==> src/rtl/b06_count_compare.sv <==
// Run-length counter and registered reference comparator closing the b06 FSM feedback loop.
// Optional ackout rising-edge counter enabled by defining B06_ACK_COUNTER_EN.
module b06_count_compare #(
    parameter int unsigned CNT_W  = 4,
    parameter int unsigned DATA_W = 8
) (
    input  logic              clock,
    input  logic              reset,
    input  logic              enable_count,
    input  logic              ackout,
    input  logic [1:0]        cc_mux,
    input  logic [DATA_W-1:0] data_in,
    input  logic              data_valid,
    input  logic [DATA_W-1:0] ref_a,
    input  logic [DATA_W-1:0] ref_b,
    input  logic [CNT_W-1:0]  limit,
    output logic              eql,
    output logic              cont_eql,
    output logic              data_ack,
    output logic [CNT_W-1:0]  count,
    output logic [CNT_W-1:0]  ack_cnt
);

    localparam logic [1:0] SelNone = 2'b00;
    localparam logic [1:0] SelA    = 2'b01;
    localparam logic [1:0] SelB    = 2'b10;
    localparam logic [1:0] SelXor  = 2'b11;

    // ------------------------------------------------------------------
    // Run-length counter
    // ------------------------------------------------------------------
    logic [CNT_W-1:0] count_q, count_d;
    logic [CNT_W-1:0] limit_q, limit_d;
    logic             cont_eql_q, cont_eql_d;
    logic             en_prev_q, en_prev_d;
    logic             run_start;
    logic [CNT_W-1:0] limit_eff;

    // A run starts on the first enabled cycle; the fresh limit is used immediately.
    assign run_start = enable_count && (count_q == '0) && !en_prev_q;
    assign limit_eff = run_start ? limit : limit_q;

    always_comb begin
        count_d    = count_q;
        limit_d    = limit_q;
        cont_eql_d = cont_eql_q;
        en_prev_d  = enable_count;

        if (run_start) begin
            limit_d = limit;
        end

        if (!enable_count) begin
            count_d    = '0;
            cont_eql_d = 1'b0;
        end else if (count_q == limit_eff) begin
            count_d    = '0;
            cont_eql_d = 1'b1;
        end else begin
            count_d    = count_q + CNT_W'(1);
            cont_eql_d = 1'b0;
        end
    end

    always_ff @(posedge clock or posedge reset) begin
        if (reset) begin
            count_q    <= '0;
            limit_q    <= '0;
            cont_eql_q <= 1'b0;
            en_prev_q  <= 1'b0;
        end else begin
            count_q    <= count_d;
            limit_q    <= limit_d;
            cont_eql_q <= cont_eql_d;
            en_prev_q  <= en_prev_d;
        end
    end

    // ------------------------------------------------------------------
    // Registered comparator
    // ------------------------------------------------------------------
    logic              eql_q, eql_d;
    logic              data_ack_q, data_ack_d;
    logic [DATA_W-1:0] ref_sel;

    always_comb begin
        ref_sel = '0;
        unique case (cc_mux)
            SelA:    ref_sel = ref_a;
            SelB:    ref_sel = ref_b;
            SelXor:  ref_sel = ref_a ^ ref_b;
            default: ref_sel = '0;
        endcase
    end

    always_comb begin
        eql_d      = eql_q;
        data_ack_d = 1'b0;
        if (data_valid) begin
            eql_d      = (cc_mux != SelNone) && (data_in == ref_sel);
            data_ack_d = 1'b1;
        end
    end

    always_ff @(posedge clock or posedge reset) begin
        if (reset) begin
            eql_q      <= 1'b0;
            data_ack_q <= 1'b0;
        end else begin
            eql_q      <= eql_d;
            data_ack_q <= data_ack_d;
        end
    end

    // ------------------------------------------------------------------
    // Optional ackout rising-edge counter
    // ------------------------------------------------------------------
`ifdef B06_ACK_COUNTER_EN
    logic             ackout_d_q;
    logic [CNT_W-1:0] ack_cnt_q, ack_cnt_d;

    always_comb begin
        ack_cnt_d = ack_cnt_q;
        // Saturate at all-ones rather than wrapping.
        if (ackout && !ackout_d_q && (ack_cnt_q != '1)) begin
            ack_cnt_d = ack_cnt_q + CNT_W'(1);
        end
    end

    always_ff @(posedge clock or posedge reset) begin
        if (reset) begin
            ackout_d_q <= 1'b0;
            ack_cnt_q  <= '0;
        end else begin
            ackout_d_q <= ackout;
            ack_cnt_q  <= ack_cnt_d;
        end
    end

    assign ack_cnt = ack_cnt_q;
`else
    logic unused_ackout;
    assign unused_ackout = ackout;
    assign ack_cnt       = '0;
`endif

    assign count    = count_q;
    assign cont_eql = cont_eql_q;
    assign eql      = eql_q;
    assign data_ack = data_ack_q;

endmodule
==> config.mk <==
export PLATFORM = sky130hd
export DESIGN_NAME = b06_count_compare
export DESIGN_NICKNAME = d
export VERILOG_FILES = /design/src/rtl/b06_count_compare.sv
export SDC_FILE = /design/constraint.sdc
export NUM_CORES = 1
export LEC_CHECK = 0
export ABC_AREA = 1
export CAP_MARGIN = 5
export CELL_PAD_IN_SITES_DETAIL_PLACEMENT = 1
export CELL_PAD_IN_SITES_GLOBAL_PLACEMENT = 1
export CORE_MARGIN = 2
export CORE_UTILIZATION = 25
export CTS_BUF_LIST = sky130_fd_sc_hd__clkbuf_4
export CTS_CLUSTER_DIAMETER = 150
export DETAILED_ROUTE_END_ITERATION = 8
export GPL_ROUTABILITY_DRIVEN = 0
export PLACE_DENSITY_LB_ADDON = 0.25
export SYNTH_ARGS = -nofsm -noshare
export SYNTH_HDL_FRONTEND = slang
export SYNTH_SLANG_ARGS = --single-unit
==> constraint.sdc <==
create_clock -name clock -period 1.5 [get_ports clock]
set_clock_uncertainty 0.05 [all_clocks]
set_input_delay 0.3 -clock clock [delete_from_list [all_inputs] [get_ports clock]]
set_output_delay 0.3 -clock clock [all_outputs]
set_load 0.005 [all_outputs]
==> metrics, run 1 <==
outcome finished with violations; failing checks setup timing; Slew Viols, Final 0; cts hold-fix bufs 0; Final Hold Fails 0; drt via density 4.55; LEAKAGE approximately 0.00094 µW; Syn Area/Cell 6.46 µm²; Final nets 255; Final ANT Viol Nets 0; diode count 0; vias in the first global route around 1,300; worst path cell trace inv_2, ha_4, nand2_4, nor2_4, nand2_4, nand2_4, nand3_2, nand2_1, nand3_2, nor2_4, nor2_1; Die Ht 67.5 µm; DRC viols 0; wire length per cell 13.8 µm; initial antenna violation count 0; FFs w/ async S/R, synth 100%; Area growth, synth to finish 70.6%; instance area after placement 1560 µm²; maximum fanout along the worst path 6; WP data arrival about 1900 ps; WHS 299 ps; Yosys warning total 0; total gr overflow 0; drt total wl roughly 3700 µm; #FFs+latches synth 12; kind of critical path reg -> reg; Initial Util approximately a quarter; post-route cell area 1720 µm²; core area 3940 µm²; die area 4560 µm²; Most used DFF post-synth dfrtp_1; unrepaired setup endpoints after global routing true; synthesized area roughly 1000 µm²; drt pass-1 iters 4; Clock Latency Late Sink around 280 ps; CTS Sinks 12; Port Buf Inserts 40; Buffers & Inverters on Critical Path 1; Max VDD drop 0.310 mV; placed insts 253; total number of vias 1,215; Rows 23; DP HPWL 2790 µm; Worst Slack Setup Final -242 ps; share of layout cells above drive strength 1 between 20% and 30%; Reg2Reg Setup Slack -240 ps; Fillers 495; Min Clock Period, post-route about 1700 ps; final setup violation count 5; Slew headroom 65.8%; Non-Filler Instances 267; most used cell, CP nand2_4; pin count of the biggest net entering global routing 18; Max Cap Viol 0; post-synth top area cell dfrtp_1; cts bufs inserted 3; share of the synthesized area in the top cell type 29.8%; Syn Inst Count 156; Root Buffer clkbuf_4; final period utilization 116%; FF-to-FF Start count[1]$_DFF_PP0_; Max clock buf depth 2; Crit path required time roughly 1600 ps; H-tree depth 1; first-pass GRT wire length 5510 µm; hold crit path type in -> async; DRT iter0 DRCs 42; clock-pin slew on the worst setup and hold paths 90 ps; io pins between 40 and 50; CP peak stage delay about 400 ps; Unique masters post-synth 20; CP max-delay cell dfrtp_1; Top Family by Delay on Critical Path simple AND/OR/NAND/NOR gates; Worst-Margin Slew about 500 ps; die width 67.5 µm; PwrDens ~1000 nW/µm²; RR Endpoint count[3]$_DFF_PP0_; Seq/Total Area, Yosys approximately 30%; all-layer global routing usage 16.0%; setup total negative slack -1150 ps; synth top area cells dfrtp_1, nand2_1, nand3_1; f_max between 500 and 600 MHz; EDFF count, synth 0; CTS tree built; CP startpoint kind flip-flop; R2R cell count 11; crit end category flip-flop
[registers in the layout, summed over array words and instances, names as in the netlist]
name and flops:
cont_eql 1, count 4, data_ack 1, en_prev_q 1, eql 1, limit_q 4
[cells by family after synthesis]
| group | share of synthesized area [%] |
|---|---|
| AND/OR/NAND/NOR | 51.5 |
| buffers and inverters | 10.9 |
| flip-flops | 29.8 |
| AO/OA/AOI/OAI | 3.23 |
| XOR/XNOR | 1.74 |
| adder cells (fa/ha/maj) | 2.48 |
| other | 0.372 |
[report_power, final]
group / switching, µW / internal (µW)
combinational: 563 / 528
clock: 127 / 96.6
sequential: 60.5 / 410
[what timing repair did]
item	4_1_cts	5_1_grt
resized for setup	9	10
cloned	0	1
setup endpoints to repair	10	10
setup buffers	5	4
pin swaps	8	5
[metrics by stage]
step / total power (µW) / util [%] / worst slack (ps)
floorplan: 992 / - / -70.7
global placement: 1330 / 39.5 / -339
detailed placement: 1370 / 39.5 / -407
CTS: 1680 / 41.7 / -139
global route: 1930 / 43.6 / -360
finish: 1780 / 43.6 / -242
[layout by cell type (no fill, tap or decap), types with 3 or more instances in the layout]
cell,Yosys,layout
nand3b_1,7,7
nand2_4,1,3
nor2_4,3,3
nand2_2,8,9
nand3_1,20,15
buf_4,5,18
inv_1,17,15
clkdlybuf4s50_1,0,32
conb_1,1,4
nand2_1,57,54
clkbuf_4,0,3
dfrtp_1,12,11
dlymetal6s2s_1,0,5
nand3_2,1,6
nor2_1,11,11
[worst max-delay path by stage]
stage | from | end | slack, ps | depth (start not counted)
floorplan | count[0]$_DFF_PP0_ | count[2]$_DFF_PP0_ | -70 | 11
global placement | enable_count | count[2]$_DFF_PP0_ | -340 | 10
detailed placement | enable_count | cont_eql$_DFF_PP0_ | -410 | 11
CTS | count[0]$_DFF_PP0_ | count[2]$_DFF_PP0_ | -140 | 11
global route | count[1]$_DFF_PP0_ | count[0]$_DFF_PP0_ | -360 | 11
finish | count[1]$_DFF_PP0_ | count[3]$_DFF_PP0_ | -240 | 11
[cell usage after synthesis, types with 2 or more instances]
cell type  number
xor2_1          2
nand3_1        20
nor2_4          3
o21ai_0         3
inv_1          17
a21oi_1         2
dfrtp_1        12
nand2_2         8
nand3b_1        7
nand2_1        57
nor2_1         11
ha_1            2
buf_4           5
[routing by layer]
metal  global-route usage, %  routed length (µm)
met3                    2.17                 175
met4                    6.12                  90
met5                       0                   0
met1                    17.5                1440
met2                    30.8                1970
[area by class of cell]
type | instances | area [µm²] | share of cell area [%]
Clock buffer | 3 | 22.5 | 1.31
Clock inverter | 1 | 3.75 | 0.218
Inverter | 17 | 63.8 | 3.71
Multi-Input combinational cell | 123 | 664 | 38.6
Sequential cell | 12 | 302 | 17.5
Tap cell | 50 | 62.6 | 3.64
Timing Repair Buffer | 61 | 602 | 35.0
[worst reg2reg max path, cell delays in order (launching register included)]
cell and delay, ps:
dfrtp_1 400, inv_2 90, ha_4 150, nand2_4 50
nor2_4 220, nand2_4 120, nand2_4 90, nand3_2 80
nand2_1 100, nand3_2 90, nor2_4 150, nor2_1 60
No activity file was read; power rests on OpenSTA's default activity.
==> inputs of run 2 (changes only) <==
Settings changed: ABC_AREA 1 to not set, CORE_UTILIZATION 25 to 28.
==> run 2 against run 1 <==
Effect of this change:
- the run still ends with setup timing left
- register-to-register slack worse by 420 ps
- synthesized cell count decreased by 32%
- via count is 12% lower
- critical path type unchanged
- largest power group unchanged
==> metrics, run 2 <==
outcome finished with violations; failing checks setup timing; PwrDens approximately 1000 nW/µm²; cts bufs inserted 3; highest-count cells in the layout ignoring fill and taps buf_4, clkdlybuf4s50_1, dfrtp_1; drt total wl 3530 µm; Worst Slack Setup Final -666 ps; top-count cell post-synth dfrtp_1; Final Util 53.0%; core area 3390 µm²; share of layout cells above drive strength 1 37.3%; Syn Inst Count 106; R2R cell count 8; Max Cap Viol 0; Multi-input gate area 768 µm²; synth top area cells dfrtp_1, xnor2_1, xor2_1; Final nets 215; Reg2Reg Setup Slack -670 ps; #FFs+latches synth 12; Post-Synth Adder-Cell Area 2.51%; Area growth, synth to finish 80.1%; Critical Path Sink cont_eql$_DFF_PP0_; Final ANT Viol Nets 0; initial antenna violation count 0; cts hold-fix bufs 0; clock-pin slew on the worst setup and hold paths 80 ps; combinational family with the most area after synthesis simple AND/OR/NAND/NOR gates; Rows 21; RR Endpoint cont_eql$_DFF_PP0_; compound-cell area share of the yosys netlist 20.6%; share of the synthesized area in the top cell type a little under a third; register area 302 µm²; unrepaired setup endpoints after global routing true; Syn Area/Cell 9.41 µm²; Root Buffer clkbuf_4; DRT iter0 DRCs 11; DP HPWL 2640 µm; Crit path required time 1670 ps; diode count 0; Max clock buf depth 2; crit end category flip-flop; drt via density 4.81; placed insts roughly 210; die width about 64 µm; drt pass-1 iters 4; all-layer global routing usage between 15 and 20%; Non-Filler Instances approximately 220; Fillers 408; Port Buf Inserts 40; post-synth top area cell dfrtp_1; Max VDD drop 0.392 mV; final setup violation count 9; Worst-Margin Slew 520 ps; maximum fanout along the worst path 5; DRC viols 0; Seq/Total Area, Yosys 30.1%; Post-Synth XOR/XNOR Area 14.7%; wire length per cell 15.8 µm; total gr overflow 0; Most used DFF post-synth dfrtp_1; Simple-Gate Fraction of Synth Area 23.1%; io pins 46; Die Ht 63.7 µm; total number of vias 1,073; Yosys warning total 0; vias in the first global route 1,222; EDFF count, synth 0; Initial Util between 20 and 30%; setup total negative slack -3640 ps; kind of critical path reg -> reg; final period utilization 144%; CTS tree built; WP data arrival 2340 ps; Min Clock Period, post-route between 2000 and 2500 ps; Unique masters post-synth 44; Slew Viols, Final 0; first-pass GRT wire length 5580 µm; Clock Latency Late Sink 280 ps; most common cell after layout, fill and taps aside buf_4; H-tree depth 1; die area 4050 µm²; pin count of the biggest net entering global routing 13; LEAKAGE around 0.00083 µW; FF-to-FF Start count[1]$_DFF_PP0_; CTS Sinks 12; Slew headroom around 65%; FFs w/ async S/R, synth 100%; synthesized area 997 µm²; Worst setup startpoint count[1]$_DFF_PP0_; mux cell area share after synthesis 2.26%; Post-synth top cells dfrtp_1, nand2_1, xnor2_1; CP startpoint kind flip-flop; Final Hold Fails 0; hold crit path type in -> async; f_max 462 MHz
## run 2: changes by cell type after synthesis, sizes merged, moves of 3 or more
cell,change
nand3,-16
xnor2,+8
inv,-10
xor2,+4
nand3b,-6
a311oi,+4
and3b,+3
nor2,-12
nand2,-56
## run 2: how the worst min path moves through the flow
stage	start	cells after the start	slack, ps	end
floorplan	reset	1	110	cont_eql$_DFF_PP0_
global placement	limit_q[1]$_DFF_PP0_	1	440	limit_q[1]$_DFF_PP0_
detailed placement	limit_q[0]$_DFF_PP0_	1	450	limit_q[0]$_DFF_PP0_
CTS	reset	2	310	count[1]$_DFF_PP0_
global route	reset	2	350	count[1]$_DFF_PP0_
finish	reset	2	300	limit_q[1]$_DFF_PP0_
## run 2: metal layers
layer	share of wire [%]	up-vias	track usage (%)
met4	1.0	0	4.89
met2	60	22	36.2
met1	36	526	18.2
met5	0	-	0
li1	-	521	-
met3	2.8	4	2.68
## run 2: layout make-up
type,count,area share [%]
flip-flops and latches,12,16.8
multi-input cells,84,42.8
repair buffers,70,34.3
inverters,7,1.46
clock buffers,3,1.25
well taps,46,3.21
clock inverters,1,0.209
## run 2: power breakdown
part | internal, µW | switching (µW)
registers | 417 | 54.2
logic | 646 | 547
clock network | 96.7 | 122
## run 2: worst max-delay path, stage by stage, from the launching register on
cell and delay (ps):
dfrtp_1 400, inv_1 60, ha_2 170, or4b_4 500
o21ai_4 190, a21oi_2 90, a2111oi_4 270, buf_4 200
and4_1 170
## run 2: cell families after synthesis
logic type,count (synthesis)
AOI/OAI and AO/OA,24
xor gates and xnor gates,15
adders and majority gates,2
buffers and inverters,13
DFF,12
muxes,2
other,1
and+or+nand+nor,37
## run 2: repair_timing
| item | 4_1_cts | 5_1_grt |
|---|---|---|
| setup buffers | 5 | 4 |
| pin swaps | 7 | 16 |
| setup endpoints to repair | 15 | 14 |
| gates resized for setup | 38 | 29 |
## run 2: per-stage QoR
stage | cell area, µm² | total power [µW] | hold WS [ps] | setup WS [ps]
after floorplan | 1030 | 1020 | 115 | -536
after global placement | 1630 | 1460 | 441 | -609
after detailed placement | 1630 | 1520 | 448 | -667
after CTS | 1700 | 1770 | 307 | -676
after global routing | 1800 | 2020 | 355 | -755
final | 1800 | 1880 | 304 | -666
==> inputs of run 3 (changes only) <==
Settings changed: CORE_UTILIZATION 28 to 25, SETUP_SLACK_MARGIN set to 0.05.
==> run 3 against run 2 <==
Effect of this change:
- the flow still finishes with violations (setup timing)
- clock-buffer cell count unchanged
- routed wire length down 3.2%
- sequential power up 3%
- maximum frequency down 3.1%
- die area up 11%
- critical path depth down 1
- setup slack worse by 70 ps
==> metrics, run 3 (same netlist as run 2, synthesis figures left out) <==
LEAKAGE 0.000907 µW; Min Clock Period, post-route 2240 ps; die area 4510 µm²; outcome finished with violations; CP peak stage delay ~500 ps; Port Buf Inserts 40; Final nets around 220; Area growth, synth to finish 90.8%; Rows 22; DRT iter0 DRCs 8; crit end category flip-flop; die width 67.2 µm; all-layer global routing usage between 10% and 20%; CTS tree built; Psw between 700 and 800 µW; Worst Slack Setup Final -735 ps; kind of critical path reg -> reg; DRC viols 0; drt total wl between 3000 and 4000 µm; Clk pwr share between 10% and 20%; wire length per cell ~15 µm; sw frac roughly 38%; worst path cell trace inv_2, ha_4, or4b_4, o21ai_4, a21oi_2, a2111oi_4, and4_1; combinational share of power 64.7%; Max clock buf depth 2; clock-pin slew on the worst setup and hold paths approximately 80 ps; cts hold-fix bufs 0; Initial Util between 20% and 30%; final setup violation count 8; drt pass-1 iters 4; initial antenna violation count 0; Crit path required time 1660 ps; pin count of the biggest net entering global routing 13; io pins 46; unrepaired setup endpoints after global routing true; failing checks setup timing; register area between 300 and 400 µm²; Max Cap Viol 0; total number of vias 1,098; Multi-input gate area between 800 and 900 µm²; FF-to-FF Start count[0]$_DFF_PP0_; highest-count cells in the layout ignoring fill and taps buf_4, buf_6, clkdlybuf4s50_1; Max VDD drop 0.413 mV; WHS 293 ps; Power Internal approximately 1200 µW; CP startpoint kind flip-flop; total gr overflow 0; Root Buffer clkbuf_4; H-tree depth 1; CP max-delay cell or4b_4; WP data arrival 2400 ps; maximum fanout along the worst path 5; cts bufs inserted 3; Fillers 425; diode count 0; Slew Viols, Final 0; vias in the first global route 1,215; Pwr Total 1950 µW; Reg2Reg Setup Slack -740 ps; Clock Latency Late Sink approximately 270 ps; RR Endpoint cont_eql$_DFF_PP0_; Final Hold Fails 0; Sequential Power Share 24.9%; DP HPWL between 2000 and 3000 µm; core area approximately 3700 µm²; Final ANT Viol Nets 0; hold crit path type in -> async; Die Ht 67.2 µm; Place WS -677 ps; R2R cell count 7; CTS Sinks 12; share of layout cells above drive strength 1 44.4%; final period utilization 149%; first-pass GRT wire length 5400 µm; most common cell after layout, fill and taps aside buf_4; Final Util 50.8%; drt via density 4.82; f_max approximately 450 MHz; PwrDens 1020 nW/µm²
-- run 3: cell count changes in the layout (fill, tap and decap cells not counted), moves of 3 or more --
cell	previous run	this run
dlymetal6s2s_1	4	7
nand2_2	2	5
buf_6	6	14
nand2_1	8	5
clkdlybuf4s50_1	19	12
-- run 3: power by group through the flow --
stage	registers (µW)	clock network, µW	logic (µW)
after floorplan	500	0	519
after global placement	473	0	964
after detailed placement	480	0	1020
after CTS	476	211	1080
after global routing	489	224	1370
final	484	203	1260
-- run 3: stage by stage --
stage | setup TNS (ps) | cells | cell area (µm²)
2_1_floorplan | -2670 | 109 | 1030
4_1_cts | -3700 | 227 | 1790
5_1_grt | -4410 | 228 | 1900
6_report | -3820 | 228 | 1900
3_5_place_dp | -4160 | 217 | 1640
3_3_place_gp | -3400 | 217 | 1640
-- run 3: worst max path at each step --
| stage | start | to | slack [ps] | cells past startpoint |
|---|---|---|---|---|
| finish | count[0]$_DFF_PP0_ | cont_eql$_DFF_PP0_ | -740 | 7 |
| global route | count[0]$_DFF_PP0_ | count[2]$_DFF_PP0_ | -820 | 7 |
| CTS | count[0]$_DFF_PP0_ | count[3]$_DFF_PP0_ | -670 | 7 |
| detailed placement | count[0]$_DFF_PP0_ | count[3]$_DFF_PP0_ | -680 | 7 |
| global placement | cc_mux[1] | eql$_DFFE_PP0P_ | -580 | 6 |
| floorplan | count[0]$_DFF_PP0_ | cont_eql$_DFF_PP0_ | -540 | 7 |
-- run 3: critical path, delay by kind of cell (launching register included) --
kind / cells / cell delay (ps)
compound gates: 3 / 740
fa+ha+maj: 1 / 130
buf+inv: 1 / 80
simple gates: 2 / 760
flops: 1 / 410
-- run 3: layout make-up --
cell class / instances / area share [%]
Multi-Input combinational cell: 84 / 42.1
Clock buffer: 3 / 1.18
Tap cell: 48 / 3.16
Sequential cell: 12 / 15.9
Inverter: 7 / 1.38
Timing Repair Buffer: 74 / 36.2
-- run 3: timing repair --
action,CTS,global route
pin swaps,25,22
setup buffers,7,5
endpoints found under the setup margin,17,13
resized for setup,65,38
-- run 3: routing by layer --
layer	part of all wire, %	vias to the layer above	track usage [%]
met4	0.62	0	4.59
met1	40	544	17.2
met2	56	22	31.3
met5	0	-	0
li1	-	530	-
met3	2.6	2	1.00
